[config.mk]
export PLATFORM = sky130hd
export DESIGN_NAME = ex_muldiv
export DESIGN_NICKNAME = d
export VERILOG_FILES = /design/src/rtl/muldiv_pkg.sv /design/src/rtl/muldiv_addsub.sv /design/src/rtl/ex_muldiv.sv
export SDC_FILE = /design/constraint.sdc
export NUM_CORES = 1
export LEC_CHECK = 0
export CORE_ASPECT_RATIO = 0.7
export CORE_MARGIN = 8
export CORE_UTILIZATION = 52
export DETAILED_ROUTE_END_ITERATION = 7
export DONT_BUFFER_PORTS = 1
export GPL_ROUTABILITY_DRIVEN = 1
export MAX_ROUTING_LAYER = met4
export PLACE_DENSITY = 0.71
export SETUP_SLACK_MARGIN = 0.5
export SKIP_CTS_REPAIR_TIMING = 1
export SLEW_MARGIN = 40
export SYNTH_ARGS = -nofsm -noshare
export SYNTH_HDL_FRONTEND = slang
export SYNTH_SLANG_ARGS = --single-unit
[constraint.sdc]
create_clock -name clk -period 5.2 [get_ports clk]
set_input_delay 1.04 -clock clk [delete_from_list [all_inputs] [get_ports clk]]
set_output_delay 1.04 -clock clk [all_outputs]
set_load 0.02 [all_outputs]
[src/rtl/muldiv_pkg.sv]
// Shared definitions for the RV32M multiply/divide unit: funct3 codes, FSM states,
// special-case constants and a small magnitude helper.
package muldiv_pkg;

  localparam int XLEN = 32;

  localparam logic [2:0] MD_MUL    = 3'd0;
  localparam logic [2:0] MD_MULH   = 3'd1;
  localparam logic [2:0] MD_MULHSU = 3'd2;
  localparam logic [2:0] MD_MULHU  = 3'd3;
  localparam logic [2:0] MD_DIV    = 3'd4;
  localparam logic [2:0] MD_DIVU   = 3'd5;
  localparam logic [2:0] MD_REM    = 3'd6;
  localparam logic [2:0] MD_REMU   = 3'd7;

  localparam logic [XLEN-1:0] MD_ALL_ONES = 32'hFFFF_FFFF;
  localparam logic [XLEN-1:0] MD_INT_MIN  = 32'h8000_0000;

  typedef enum logic [1:0] {
    ST_IDLE,
    ST_CALC,
    ST_FIX,
    ST_DONE
  } md_state_e;

  // Two's-complement magnitude; INT_MIN maps to itself, which is correct as unsigned.
  function automatic logic [XLEN-1:0] md_abs(input logic [XLEN-1:0] v, input logic neg);
    return neg ? ((~v) + 32'd1) : v;
  endfunction

endpackage

[src/rtl/muldiv_addsub.sv]
// 33-bit adder/subtractor shared by the multiply accumulate, the divide trial
// subtraction and the final sign correction.
module muldiv_addsub
  import muldiv_pkg::*;
(
  input  logic [XLEN:0] a,
  input  logic [XLEN:0] b,
  input  logic          invert_b,
  input  logic          cin,
  output logic [XLEN:0] sum,
  output logic          cout
);

  logic [XLEN:0]   b_eff;
  logic [XLEN+1:0] total;

  assign b_eff = invert_b ? ~b : b;
  assign total = {1'b0, a} + {1'b0, b_eff} + {{(XLEN+1){1'b0}}, cin};
  assign sum   = total[XLEN:0];
  assign cout  = total[XLEN+1];

endmodule

[src/rtl/ex_muldiv.sv]
// Iterative RV32M multiply/divide unit (shift-add multiply, restoring divide).
// Define MULDIV_DIV_EN to build the divider; otherwise funct3 4-7 report illegal.
module ex_muldiv
  import muldiv_pkg::*;
(
  input  logic            clk,
  input  logic            rst,
  input  logic            start,
  input  logic [2:0]      funct3,
  input  logic [XLEN-1:0] op_a,
  input  logic [XLEN-1:0] op_b,
  input  logic            flush,
  output logic            busy,
  output logic            done,
  output logic [XLEN-1:0] result,
  output logic            illegal
);

  md_state_e       state_q, state_d;
  logic [2:0]      fn_q, fn_d;
  logic [XLEN-1:0] opnd_q, opnd_d;   // multiplicand or divisor
  logic [XLEN-1:0] lo_q, lo_d;       // multiplier/product low, or dividend/quotient
  logic [XLEN-1:0] hi_q, hi_d;       // product high, or partial remainder
  logic [4:0]      cnt_q, cnt_d;
  logic            prep_q, prep_d;
  logic            sa_q, sa_d;
  logic            sb_q, sb_d;
  logic            busy_q, busy_d;
  logic            done_q, done_d;
  logic            illegal_q, illegal_d;
  logic [XLEN-1:0] result_q, result_d;

  logic [XLEN:0]   add_a, add_b, add_sum;
  logic            add_inv, add_cin, add_cout;
  logic            is_div_op;
  logic            signed_a, signed_b;
  logic            neg_res;
  logic [XLEN-1:0] fix_src;
  logic            fix_carry;
  logic [XLEN-1:0] mag_a, mag_b;
  logic            unused_sum_msb;

`ifdef MULDIV_DIV_EN
  assign is_div_op = fn_q[2];
`else
  assign is_div_op = 1'b0;
`endif

  assign signed_a = (funct3 != MD_MULHU) && (funct3 != MD_DIVU) && (funct3 != MD_REMU);
  assign signed_b = signed_a && (funct3 != MD_MULHSU);

  assign mag_a = md_abs(opnd_q, sa_q);
  assign mag_b = md_abs(lo_q, sb_q);

  // Remainder follows the dividend's sign; everything else uses the XOR of signs.
  assign neg_res = (fn_q[2] && fn_q[1]) ? sa_q : (sa_q ^ sb_q);

  always_comb begin
    fix_src   = hi_q;
    fix_carry = 1'b1;
    if (fn_q[2]) begin
      fix_src = fn_q[1] ? hi_q : lo_q;
    end else if (fn_q == MD_MUL) begin
      fix_src = lo_q;
    end else begin
      // Negating the high word of a 64-bit value only carries in when the low word is zero.
      fix_src   = hi_q;
      fix_carry = (lo_q == '0);
    end
  end

  always_comb begin
    add_a   = '0;
    add_b   = '0;
    add_inv = 1'b0;
    add_cin = 1'b0;
    if (state_q == ST_CALC && !prep_q) begin
      if (is_div_op) begin
        add_a   = {hi_q, lo_q[XLEN-1]};
        add_b   = {1'b0, opnd_q};
        add_inv = 1'b1;
        add_cin = 1'b1;
      end else begin
        add_a = {1'b0, hi_q};
        add_b = {1'b0, (lo_q[0] ? opnd_q : {XLEN{1'b0}})};
      end
    end else if (state_q == ST_FIX) begin
      add_b   = {1'b0, fix_src};
      add_inv = neg_res;
      add_cin = neg_res & fix_carry;
    end
  end

  muldiv_addsub u_addsub (
    .a        (add_a),
    .b        (add_b),
    .invert_b (add_inv),
    .cin      (add_cin),
    .sum      (add_sum),
    .cout     (add_cout)
  );

  assign unused_sum_msb = add_sum[XLEN] ^ add_cout;

  always_comb begin
    state_d   = state_q;
    fn_d      = fn_q;
    opnd_d    = opnd_q;
    lo_d      = lo_q;
    hi_d      = hi_q;
    cnt_d     = cnt_q;
    prep_d    = prep_q;
    sa_d      = sa_q;
    sb_d      = sb_q;
    illegal_d = 1'b0;
    result_d  = result_q;

    case (state_q)
      ST_IDLE: begin
        if (start && !flush) begin
          fn_d   = funct3;
          opnd_d = op_a;
          lo_d   = op_b;
          hi_d   = '0;
          cnt_d  = '0;
          prep_d = 1'b1;
          sa_d   = signed_a & op_a[XLEN-1];
          sb_d   = signed_b & op_b[XLEN-1];
`ifdef MULDIV_DIV_EN
          if (funct3[2] && op_b == '0) begin
            state_d  = ST_DONE;
            result_d = funct3[1] ? op_a : MD_ALL_ONES;
          end else if ((funct3 == MD_DIV || funct3 == MD_REM) &&
                       op_a == MD_INT_MIN && op_b == MD_ALL_ONES) begin
            state_d  = ST_DONE;
            result_d = funct3[1] ? {XLEN{1'b0}} : MD_INT_MIN;
          end else begin
            state_d = ST_CALC;
          end
`else
          if (funct3[2]) begin
            state_d   = ST_DONE;
            result_d  = '0;
            illegal_d = 1'b1;
          end else begin
            state_d = ST_CALC;
          end
`endif
        end
      end

      ST_CALC: begin
        if (prep_q) begin
          // Raw operands were latched at start; magnitudes are formed here to keep
          // the sign conversion off the start path.
          prep_d = 1'b0;
          opnd_d = is_div_op ? mag_b : mag_a;
          lo_d   = is_div_op ? mag_a : mag_b;
        end else begin
          if (is_div_op) begin
            hi_d = add_cout ? add_sum[XLEN-1:0] : {hi_q[XLEN-2:0], lo_q[XLEN-1]};
            lo_d = {lo_q[XLEN-2:0], add_cout};
          end else begin
            hi_d = add_sum[XLEN:1];
            lo_d = {add_sum[0], lo_q[XLEN-1:1]};
          end
          cnt_d = cnt_q + 5'd1;
          if (cnt_q == 5'd31) begin
            state_d = ST_FIX;
          end
        end
      end

      ST_FIX: begin
        result_d = add_sum[XLEN-1:0];
        state_d  = ST_DONE;
      end

      ST_DONE: begin
        state_d = ST_IDLE;
      end

      default: begin
        state_d = ST_IDLE;
      end
    endcase

    if (flush) begin
      state_d   = ST_IDLE;
      cnt_d     = '0;
      illegal_d = 1'b0;
      result_d  = result_q;
    end

    busy_d = (state_d == ST_CALC) || (state_d == ST_FIX);
    done_d = (state_d == ST_DONE);
  end

  always_ff @(posedge clk) begin
    if (rst) begin
      state_q   <= ST_IDLE;
      fn_q      <= '0;
      opnd_q    <= '0;
      lo_q      <= '0;
      hi_q      <= '0;
      cnt_q     <= '0;
      prep_q    <= 1'b0;
      sa_q      <= 1'b0;
      sb_q      <= 1'b0;
      busy_q    <= 1'b0;
      done_q    <= 1'b0;
      illegal_q <= 1'b0;
      result_q  <= '0;
    end else begin
      state_q   <= state_d;
      fn_q      <= fn_d;
      opnd_q    <= opnd_d;
      lo_q      <= lo_d;
      hi_q      <= hi_d;
      cnt_q     <= cnt_d;
      prep_q    <= prep_d;
      sa_q      <= sa_d;
      sb_q      <= sb_d;
      busy_q    <= busy_d;
      done_q    <= done_d;
      illegal_q <= illegal_d;
      result_q  <= result_d;
    end
  end

  assign busy    = busy_q;
  assign done    = done_q;
  assign result  = result_q;
  assign illegal = illegal_q;

endmodule

==> metrics.md, run 1 <==
| Metric | Value |
|---|---|
| Synth cell types | `69` |
| Vias | `10100` |
| Synth top area share | `29.3%` |
| Crit Path Max Fanout | `6` |
| Post-DP HPWL | `23400 um` |
| Adder-Cell Fraction of Synth Area | `4.98%` |
| Hold Path Class | `reg2reg` |
| Num CTS Buffers | `17` |
| Most common cell after layout, fill and taps aside | `a21oi_1` |
| DRC | `0` |
| Vias per cell | `6.56` |
| Mapped Area | `0.00985 mm2` |
| Final core occ | `56.7%` |
| NetSw | `914 uW` |
| Crit-path max cell delay | `430 ps` |
| WL final | `32500 um` |
| Mux cell area share after synthesis | `0.610%` |
| Synthesis warning total | `0` |
| Multi-input logic area | `0.00655 mm2` |
| CP top delay family | `simple AND/OR/NAND/NOR gates` |
| Drt wl/cell | `21.2 um` |
| # port buffers | `0` |
| Max Root-Sink Buffers | `2` |
| Sequential Area | `0.00288 mm2` |
| PwrDens | `285 mW/mm2` |
| Most used flip-flop cell after synthesis | `dfxtp_1` |
| Relative slew slack | `47.7%` |
| Met1 usage | `37.4%` |
| Synth area leaders | `dfxtp_1, a21oi_1, nand2_1` |
| Comb power frac | `15.5%` |
| Post-Synth Simple-Gate Area | `23.8%` |
| Met2 usage | `37.5%` |
| Number of enable flip-flop cells after synthesis | `0` |
| Fmax | `223 MHz` |
| Max cap viols | `0` |
| First-pass GRT wire length | `51000 um` |
| Placed Instances | `1500` |
| Worst reg2reg path depth | `18` |
| Mean Syn Cell Area | `7.34 um2` |
| CP bufs+invs | `2` |
| Fin Setup TNS | `0 ps` |
| Hold WS | `468 ps` |
| DIE AREA | `0.0237 mm2` |
| Setup Viol. Count Final | `0` |
| Largest net degree at the start of global routing | `106` |
| GPL Wtd Cong | `0.917` |
| Compound-Gate Fraction of Synth Area | `30.5%` |
| Met3 Use GR | `8.18%` |
| Synth Instances | `1342` |
| CP startpoint kind | `register` |
| Starting Density | `52.6%` |
| Fillers | `1749` |
| Flop2flop setup slack | `720 ps` |
| Syn nets | `1451` |
| Hold path startpoint | `sb_q$_SDFFE_PP0P_` |
| Switching Fraction | `30.2%` |
| FP Rows | `42` |
| RR Endpoint | `hi_q[31]$_SDFFE_PP0P_` |
| Worst path arrival time | `4840 ps` |
| Fin Clk Skew | `11.7 ps` |
| Final hold violation count | `0` |
| Seq cells post-synth | `144` |
| Overall Power | `3.03 mW` |
| Total track usage | `27.0%` |
| Final non-filler cell total | `1537` |
| Worst EP required | `5560 ps` |
| Reg2Reg Launch Point | `lo_q[0]$_SDFFE_PP0P_` |
| Initial antenna violation count | `5` |
| Max-slew violations | `0` |
| Element type at the critical path end | `register` |
| Sequential share of the synthesized area | `29.3%` |
| Sink Count | `144` |
| IO Count | `106` |
| Final worst-path cycle share | `86.2%` |
| Leak pwr | `3.86 nW` |
| Int Pwr | `2.11 mW` |
| Area Growth Syn to Fin | `7.67%` |
| Slowest-stage cell, CP | `or3b_4` |
| Class of the most critical setup path | `reg2reg` |
| Share of cells above drive strength 1 | `6.36%` |
| Grt peak-use layer | `met2` |
| Root Driver | `clkbuf_16` |
| Die X | `180 um` |
| Starting DRT DRC Count | `1251` |
| Outcome | `finished clean` |
| Layout Nets | `1386` |
| Core area | `0.0187 mm2` |
| Hold path depth | `2` |
| CTS tree | `built` |
| Worst hold endpoint | `sb_q$_SDFFE_PP0P_` |
| Height of the die | `131 um` |
| Clk Latency, worst-skew pair | `440 ps` |
| Worst VDD drop | `0.000199 V` |
| Clk pwr share | `44.2%` |
| Antenna Nets Post-Route | `0` |
| XOR/XNOR share of the synthesized area | `5.69%` |
| Largest family of logic cells by synthesized area | `compound AO/OA/AOI/OAI gates` |
| Most frequent cells in the layout | `a21oi_1, nand2_1, dfxtp_1` |
| Cell taking the most area after synthesis | `dfxtp_1` |
| Fin crit period | `4480 ps` |
| Sequential share of power | `40.3%` |
| Tightest Pin Transition | `784 ps` |
| RSZ-0062 raised after global routing | `no` |
| Worst-path clk slew | `70 ps` |
| Htree depth | `4` |
| Fraction of registers with async set/reset | `0%` |
| Vias in the first global route | `8972` |
| Grt ovf | `0` |
| Initial DRT Pass Iterations | `8` |
| Critical path, cell by cell | `inv_1 > ha_1 > or3b_4 > nor4_4 > nand4_1 > nor3_4 > a31oi_1 > nor3_2 > fa_2 > inv_1 > fa_1 > nor2b_1 > o2111ai_1 > a21o_1 > a21o_1 > a311o_1 > o21a_1 > nor3_1` |
[layer usage]
layer  share of wire (%)  wire (um)
met1                  44      14400
met5                   0          0
met3                  12       3770
met4                 2.0        659
met2                  42      13700
[cells in the mapped netlist (5+ instances only)]
master    instances
dfxtp_1         144
ha_1             36
nor2_1          129
o211ai_1         14
buf_2             5
a31oi_1          13
nor3_2            5
o21bai_1          5
nor4_1           10
nand3_1          23
a22o_1           32
a211oi_1         25
a22oi_1          29
o21ai_0          93
a32o_1            7
clkbuf_1         87
nor3_1           42
a211o_1           7
nor3b_1           5
o31ai_1           7
a21o_1           20
a21oi_1         180
nand4_1           8
nand2b_1          5
or3_1            11
xnor2_1          51
mux2i_1           6
or4_1             6
o21a_1            7
and3_1           40
nand2_1         167
buf_1             5
inv_1            23
nor2b_1           8
and4_1            5
xor2_1           13
a311oi_1          7
[tightest hold or removal path, stage by stage, from the launching register on]
cell,delay (ps)
dfxtp_1,320
nand2_1,50
a21oi_1,50
[worst max path at each step]
stage	startpoint	end	slack, ps	depth (start not counted)
2_1_floorplan	lo_q[0]$_SDFFE_PP0P_	result[30]$_SDFFE_PP0P_	1270	18
3_3_place_gp	lo_q[0]$_SDFFE_PP0P_	result[30]$_SDFFE_PP0P_	490	18
3_5_place_dp	lo_q[0]$_SDFFE_PP0P_	result[30]$_SDFFE_PP0P_	340	18
4_1_cts	lo_q[0]$_SDFFE_PP0P_	result[30]$_SDFFE_PP0P_	300	18
5_1_grt	lo_q[0]$_SDFFE_PP0P_	hi_q[31]$_SDFFE_PP0P_	500	18
6_report	lo_q[0]$_SDFFE_PP0P_	hi_q[31]$_SDFFE_PP0P_	720	18
[registers in the layout, indices dropped and copies added, names as in the netlist, 2 cells and up]
signal,cells
state_q,2
result,32
cnt_q,5
lo_q,32
fn_q,3
hi_q,32
opnd_q,32
[power groups by stage]
stage	logic, mW	clock network, mW	registers, mW
after global routing	0.517	1.39	1.22
after global placement	0.446	0	1.24
after detailed placement	0.453	0	1.24
after floorplan	0.376	0	1.21
final	0.470	1.34	1.22
after CTS	0.456	1.35	1.21
[stage by stage]
stage                     area, um2  worst slack (ps)
final                         10600               717
after global routing          10600               504
after CTS                     10500               303
after detailed placement       9910               336
after global placement         9900               491
after floorplan                9850              1270
[cell families (layout without fill, tap and decap cells)]
family          after synthesis  count (layout)
fa+ha+maj                    38              38
mux                           6               6
simple gates                486             486
other cells                   0               5
compound gates              480             480
flops                       144             144
buf+inv                     124              72
xor+xnor                     64              64
[cell type report]
class / count / area share [%]
clock inverter: 15 / 1.98
sequential: 144 / 27.2
multi-input combinational: 1074 / 61.8
timing repair buffer: 17 / 1.24
tap: 242 / 2.86
inverter: 23 / 0.814
clock buffer: 17 / 4.01
antenna: 5 / 0.118
(Power assumes the default switching activity.)
==> run 2, diff against run 1 <==
Settings changed: MAX_ROUTING_LAYER met4 to unset, SYNTH_HIERARCHICAL set to 1.
==> run 2 against run 1 <==
  * Combinational power rose by 24%
  * Die area rose by 4.2%
  * Sequential power barely moved
  * Wire length rose by 3.6%
  * Global-route usage fell by 0.59 points
  * Power rose by 1.2%
  * Critical path depth fell by 2
  * Register-to-register slack got worse by 70 ps
  * Final cell count rose by 4.0%
  * Design area rose by 5.4%
  * Largest cell class unchanged
==> metrics.md, run 2 <==
| Metric | Value |
|---|---|
| Outcome | `finished clean` |
| # port buffers | `0 (unchanged)` |
| Num CTS Buffers | `17 (unchanged)` |
| Crit Path Max Fanout | `21 (+15)` |
| Fin Clk Skew | `8.85 ps (-2.83 ps)` |
| Worst path arrival time | `4920 ps (+80 ps)` |
| Synthesis warning total | `6 (+6)` |
| DP Worst Slack | `484 ps (+148 ps)` |
| Sink Count | `144 (unchanged)` |
| Root Driver | `clkbuf_16` |
| RSZ-0062 raised after global routing | `no` |
| Hold path startpoint | `lo_q[1]$_SDFFE_PP0P_` |
| Worst EP required | `5570 ps (about the same)` |
| IO Count | `106 (unchanged)` |
| DIE AREA | `0.0247 mm2 (+4.2%)` |
| Fin Setup TNS | `0 ps (unchanged)` |
| Antenna Nets Post-Route | `0 (unchanged)` |
| Final setup margin | `650 ps (-67.7 ps)` |
| Core area | `0.0196 mm2 (+5.0%)` |
| Max cap viols | `0 (unchanged)` |
| Setup Viol. Count Final | `0 (unchanged)` |
| Post-DP HPWL | `23900 um (+2.1%)` |
| Worst VDD drop | `0.000254 V (+28%)` |
| Grt ovf | `0 (unchanged)` |
| Overall Power | `3.06 mW (+1.2%)` |
| Hold Path Class | `reg2reg` |
| Final worst-path cycle share | `87.5% (+1.3 points)` |
| Starting DRT DRC Count | `1133 (-9.4%)` |
| Max Root-Sink Buffers | `2 (unchanged)` |
| Largest net degree at the start of global routing | `128 (+21%)` |
| Relative slew slack | `39.2% (-8.5 points)` |
| Initial DRT Pass Iterations | `5 (-3)` |
| Initial antenna violation count | `0 (-5)` |
| Vias | `10600 (+5.2%)` |
| Layout Nets | `1425 (+2.8%)` |
| Die X | `184 um (+2.1%)` |
| Synth Instances | `1382 (+3.0%)` |
| Element type at the critical path end | `register` |
| Area Growth Syn to Fin | `8.37%` |
| Vias in the first global route | `9683 (+7.9%)` |
| DRC | `0 (unchanged)` |
| CTS tree | `built` |
| Htree depth | `4 (unchanged)` |
| Starting Density | `52.5% (-0.12 points)` |
| Final hold violation count | `0 (unchanged)` |
| Clk Latency, worst-skew pair | `440 ps (about the same)` |
| Drt wl/cell | `21.1 um (-0.42%)` |
| Most frequent cells in the layout | `nor2_1, dfxtp_1, nand2_1` |
| Hold path depth | `2 (unchanged)` |
| Most common cell after layout, fill and taps aside | `nor2_1` |
| Vias per cell | `6.64 (+1.2%)` |
| Worst-path clk slew | `70 ps (about the same)` |
| CP startpoint kind | `register` |
| CP Launch Point | `fn_q[2]$_SDFFE_PP0P_` |
| GPL Wtd Cong | `0.951 (+3.7%)` |
| Class of the most critical setup path | `reg2reg` |
| Fin crit period | `4550 ps (+67.7 ps)` |
| Tightest Pin Transition | `903 ps (+119 ps)` |
| Fmax | `220 MHz (-1.5%)` |
| Max-slew violations | `0 (unchanged)` |
| Leak pwr | `4.66 nW (+21%)` |
| FP Rows | `43 (+2.4%)` |
| WL final | `33700 um (+3.6%)` |
| Mapped Area | `0.0103 mm2 (+4.7%)` |
| First-pass GRT wire length | `52700 um (+3.3%)` |
| Share of cells above drive strength 1 | `8.73% (+2.4 points)` |
| Worst reg2reg path depth | `16 (-2)` |
| Height of the die | `134 um (+2.1%)` |
| PwrDens | `274 mW/mm2 (-4.0%)` |
| Reg2Reg Launch Point | `fn_q[2]$_SDFFE_PP0P_` |
| Mean Syn Cell Area | `7.46 um2 (+1.7%)` |
| Total track usage | `26.4% (-0.59 points)` |
[run 2: area by class of cell]
cell class	count	area (um2)
inverters	23	86.3
well taps	270	338
clock inverters	13	136
flip-flops and latches	144	2880
fillers	1870	8460
repair buffers	34	255
diodes	1	2.50
multi-input cells	1095	7020
clock buffers	19	453
[run 2: where the power goes]
part | total [mW] | switching [mW] | leakage (nW) | internal (mW)
Sequential | 1.22 | 0.0756 | 1.17 | 1.15
Combinational | 0.581 | 0.380 | 3.21 | 0.200
Clock | 1.26 | 0.528 | 0.282 | 0.731
[run 2: routing by layer]
metal / up-vias / GRT usage (%) / share of wire, %
li1: 4982 / - / -
met1: 5112 / 37.1 / 44
met2: 474 / 39.2 / 44
met3: 48 / 6.75 / 10
met4: 0 / 7.51 / 1.9
met5: - / 0 / 0
[run 2: path summary, 6_finish.rpt]
| check | end | slack [ps] |
|---|---|---|
| setup reg to reg | result[27]$_SDFFE_PP0P_ | 650 |
| hold / removal | lo_q[1]$_SDFFE_PP0P_ | 500 |
| hold reg to reg | lo_q[1]$_SDFFE_PP0P_ | 500 |
| setup / recovery | result[27]$_SDFFE_PP0P_ | 650 |
[run 2: through the flow]
step	util [%]	cells	instance area, um2	hold WS, ps
after CTS	56.3	1591	11000	495
after global placement	53.2	1559	10400	465
final	56.9	1599	11200	501
after floorplan	-	1383	10300	440
after global routing	56.9	1598	11200	523
after detailed placement	53.3	1559	10500	480
[run 2: worst max-delay path, stage by stage (launching register included)]
cell and delay, ps:
dfxtp_1 390, inv_1 90, a21oi_4 190, buf_4 380, mux2i_1 230, o21ai_0 130, xor2_1 180, ha_1 400
nand3_2 200, nor4_1 560, nand3_1 380, a2111oi_4 550, o211ai_1 160, a21oi_1 190, xor2_1 210, a22oi_1 110
nor2_1 120
==> run 3, diff against run 2 <==
Clock period 5.2 ns to 5.5 ns, I/O delays scaled along.
==> run 3 against run 2 <==
  * Non-clock buffer count fell by 8
  * Sequential share of layout area rose by 0.16 points
  * Sequential power fell by 6%
  * Highest routed layer is now met5
  * Critical path type unchanged
  * Critical endpoint unchanged
  * Fmax fell by 3.6%
==> metrics.md, run 3 (synthesized netlist as in run 2, its figures left out) <==
| Metric | Value |
|---|---|
| Outcome | `finished clean` |
| Antenna Nets Post-Route | `0 (unchanged)` |
| Placed inst area | `0.0105 mm2 (about the same)` |
| Starting DRT DRC Count | `1244 (+9.8%)` |
| Drt wl/cell | `21.0 um (-0.26%)` |
| Num CTS Buffers | `17 (unchanged)` |
| Vias in the first global route | `9419 (-2.7%)` |
| Relative slew slack | `43.7% (+4.5 points)` |
| Fin Setup TNS | `0 ps (unchanged)` |
| Most common cell after layout, fill and taps aside | `nor2_1` |
| Core area | `0.0196 mm2 (unchanged)` |
| WL final | `33400 um (-0.82%)` |
| Comb power frac | `18.8% (-0.2 points)` |
| Final core occ | `56.5% (-0.38 points)` |
| Crit Path Max Fanout | `9 (-57%)` |
| CP top delay family | `simple AND/OR/NAND/NOR gates` |
| First-pass GRT wire length | `52500 um (-0.46%)` |
| Largest net degree at the start of global routing | `128 (unchanged)` |
| Switching Fraction | `31.7% (-0.43 points)` |
| Post-DP HPWL | `23500 um (-1.7%)` |
| Fmax | `212 MHz (-3.6%)` |
| Diode count | `0 (-1)` |
| Final hold violation count | `0 (unchanged)` |
| Class of the most critical setup path | `reg2reg` |
| Clk pwr share | `41.9% (+0.8 points)` |
| Worst-path clk slew | `70 ps (about the same)` |
| Max Root-Sink Buffers | `2 (unchanged)` |
| Total track usage | `26.4% (about the same)` |
| Slowest-stage cell, CP | `or4_4` |
| Initial antenna violation count | `2 (+2)` |
| Max-slew violations | `0 (unchanged)` |
| DIE AREA | `0.0247 mm2 (unchanged)` |
| Height of the die | `134 um (unchanged)` |
| Fillers | `1856 (-0.75%)` |
| Setup Viol. Count Final | `0 (unchanged)` |
| Max cap viols | `0 (unchanged)` |
| Clk Latency, worst-skew pair | `440 ps (about the same)` |
| Sequential Area | `0.00288 mm2 (about the same)` |
| Leak pwr | `4.61 nW (-1.0%)` |
| Initial DRT Pass Iterations | `5 (unchanged)` |
| Fin crit period | `4720 ps (+167 ps)` |
| CP bufs+invs | `0 (-2)` |
| Die X | `184 um (unchanged)` |
| Starting Density | `52.5% (unchanged)` |
| Hold Path Class | `reg2reg` |
| GPL Wtd Cong | `0.960 (+0.94%)` |
| Cell area after layout | `0.0111 mm2 (-0.66%)` |
| RSZ-0062 raised after global routing | `no` |
| Grt ovf | `0 (unchanged)` |
| Layout Nets | `1417 (-0.56%)` |
| Worst path arrival time | `5090 ps (+170 ps)` |
| DRC | `0 (unchanged)` |
| Sequential share of power | `39.4% (-0.5 points)` |
| Multi-input logic area | `0.00699 mm2 (-0.45%)` |
| Worst EP required | `5870 ps (+300 ps)` |
| Final worst-path cycle share | `85.8% (-1.7 points)` |
| # port buffers | `0 (unchanged)` |
| Fin Clk Skew | `12.7 ps (+3.85 ps)` |
| Htree depth | `4 (unchanged)` |
| Tightest Pin Transition | `844 ps (-59.0 ps)` |
| Root Driver | `clkbuf_16` |
| CP startpoint kind | `register` |
| IO Count | `106 (unchanged)` |
| FP Rows | `43 (unchanged)` |
| Critical path, cell by cell | `or4_4 > or2_2 > or3_4 > nor3_2 > o31a_1 > fa_1 > a211oi_1 > o21ai_0 > nand3_1 > a2111oi_4 > o211ai_1 > a21oi_1 > xor2_1 > a22oi_1 > nor2_1` |
| Vias | `10400 (-1.8%)` |
| Element type at the critical path end | `register` |
| PwrDens | `263 mW/mm2 (-3.9%)` |
| Worst VDD drop | `0.000222 V (-12%)` |
| Sink Count | `144 (unchanged)` |
| CTS tree | `built` |
| Area Growth Syn to Fin | `7.65%` |
| Int Pwr | `2.00 mW (-3.9%)` |
| Share of cells above drive strength 1 | `7.95% (-0.78 points)` |
| Vias per cell | `6.56 (-1.2%)` |
| NetSw | `927 uW (-5.8%)` |
| Crit-path max cell delay | `600 ps (+40 ps)` |
| Most frequent cells in the layout | `nor2_1, dfxtp_1, nand2_1` |
[run 3: worst paths after layout]
kind / cells after the start / end / slack (ps) / startpoint
max: 15 / result[27]$_SDFFE_PP0P_ / 780 / lo_q[18]$_SDFFE_PP0P_
min: 2 / sb_q$_SDFFE_PP0P_ / 490 / sb_q$_SDFFE_PP0P_
max reg2reg: 15 / result[27]$_SDFFE_PP0P_ / 780 / lo_q[18]$_SDFFE_PP0P_
min reg2reg: 2 / sb_q$_SDFFE_PP0P_ / 490 / sb_q$_SDFFE_PP0P_
[run 3: tightest hold or removal path, cell delays in order, from the launching register on]
cell and delay, ps:
dfxtp_1 320, nand2_1 60, a21oi_1 50
[run 3: cell type report]
class	instances	share of cell area, %
Sequential cell	144	26.0
Inverter	23	0.778
Multi-Input combinational cell	1095	63.0
Clock inverter	13	1.44
Clock buffer	19	3.99
Timing Repair Buffer	26	1.83
Tap cell	270	3.04
[run 3: power by group through the flow]
stage          clock network [mW]  registers, mW  logic, mW
6_report                     1.22           1.15      0.548
3_5_place_dp                    0           1.17      0.524
4_1_cts                      1.24           1.15      0.526
2_1_floorplan                   0           1.14      0.418
5_1_grt                      1.28           1.16      0.595
3_3_place_gp                    0           1.17      0.517
[run 3: per-stage QoR]
stage | power [mW] | setup WS (ps) | hold slack [ps] | std cells
after floorplan | 1.56 | 1150 | 440 | 1383
after global placement | 1.69 | 769 | 453 | 1557
after detailed placement | 1.69 | 627 | 459 | 1558
after CTS | 2.91 | 586 | 478 | 1590
after global routing | 3.03 | 531 | 491 | 1590
final | 2.92 | 782 | 485 | 1590
[run 3: per-layer routing]
| layer | part of all wire, % | up-vias | GRT usage, % |
|---|---|---|---|
| li1 | - | 4947 | - |
| met3 | 9.6 | 44 | 7.40 |
| met5 | 0.075 | - | 0 |
| met1 | 45 | 4992 | 37.0 |
| met2 | 43 | 440 | 38.6 |
| met4 | 1.9 | 4 | 7.60 |
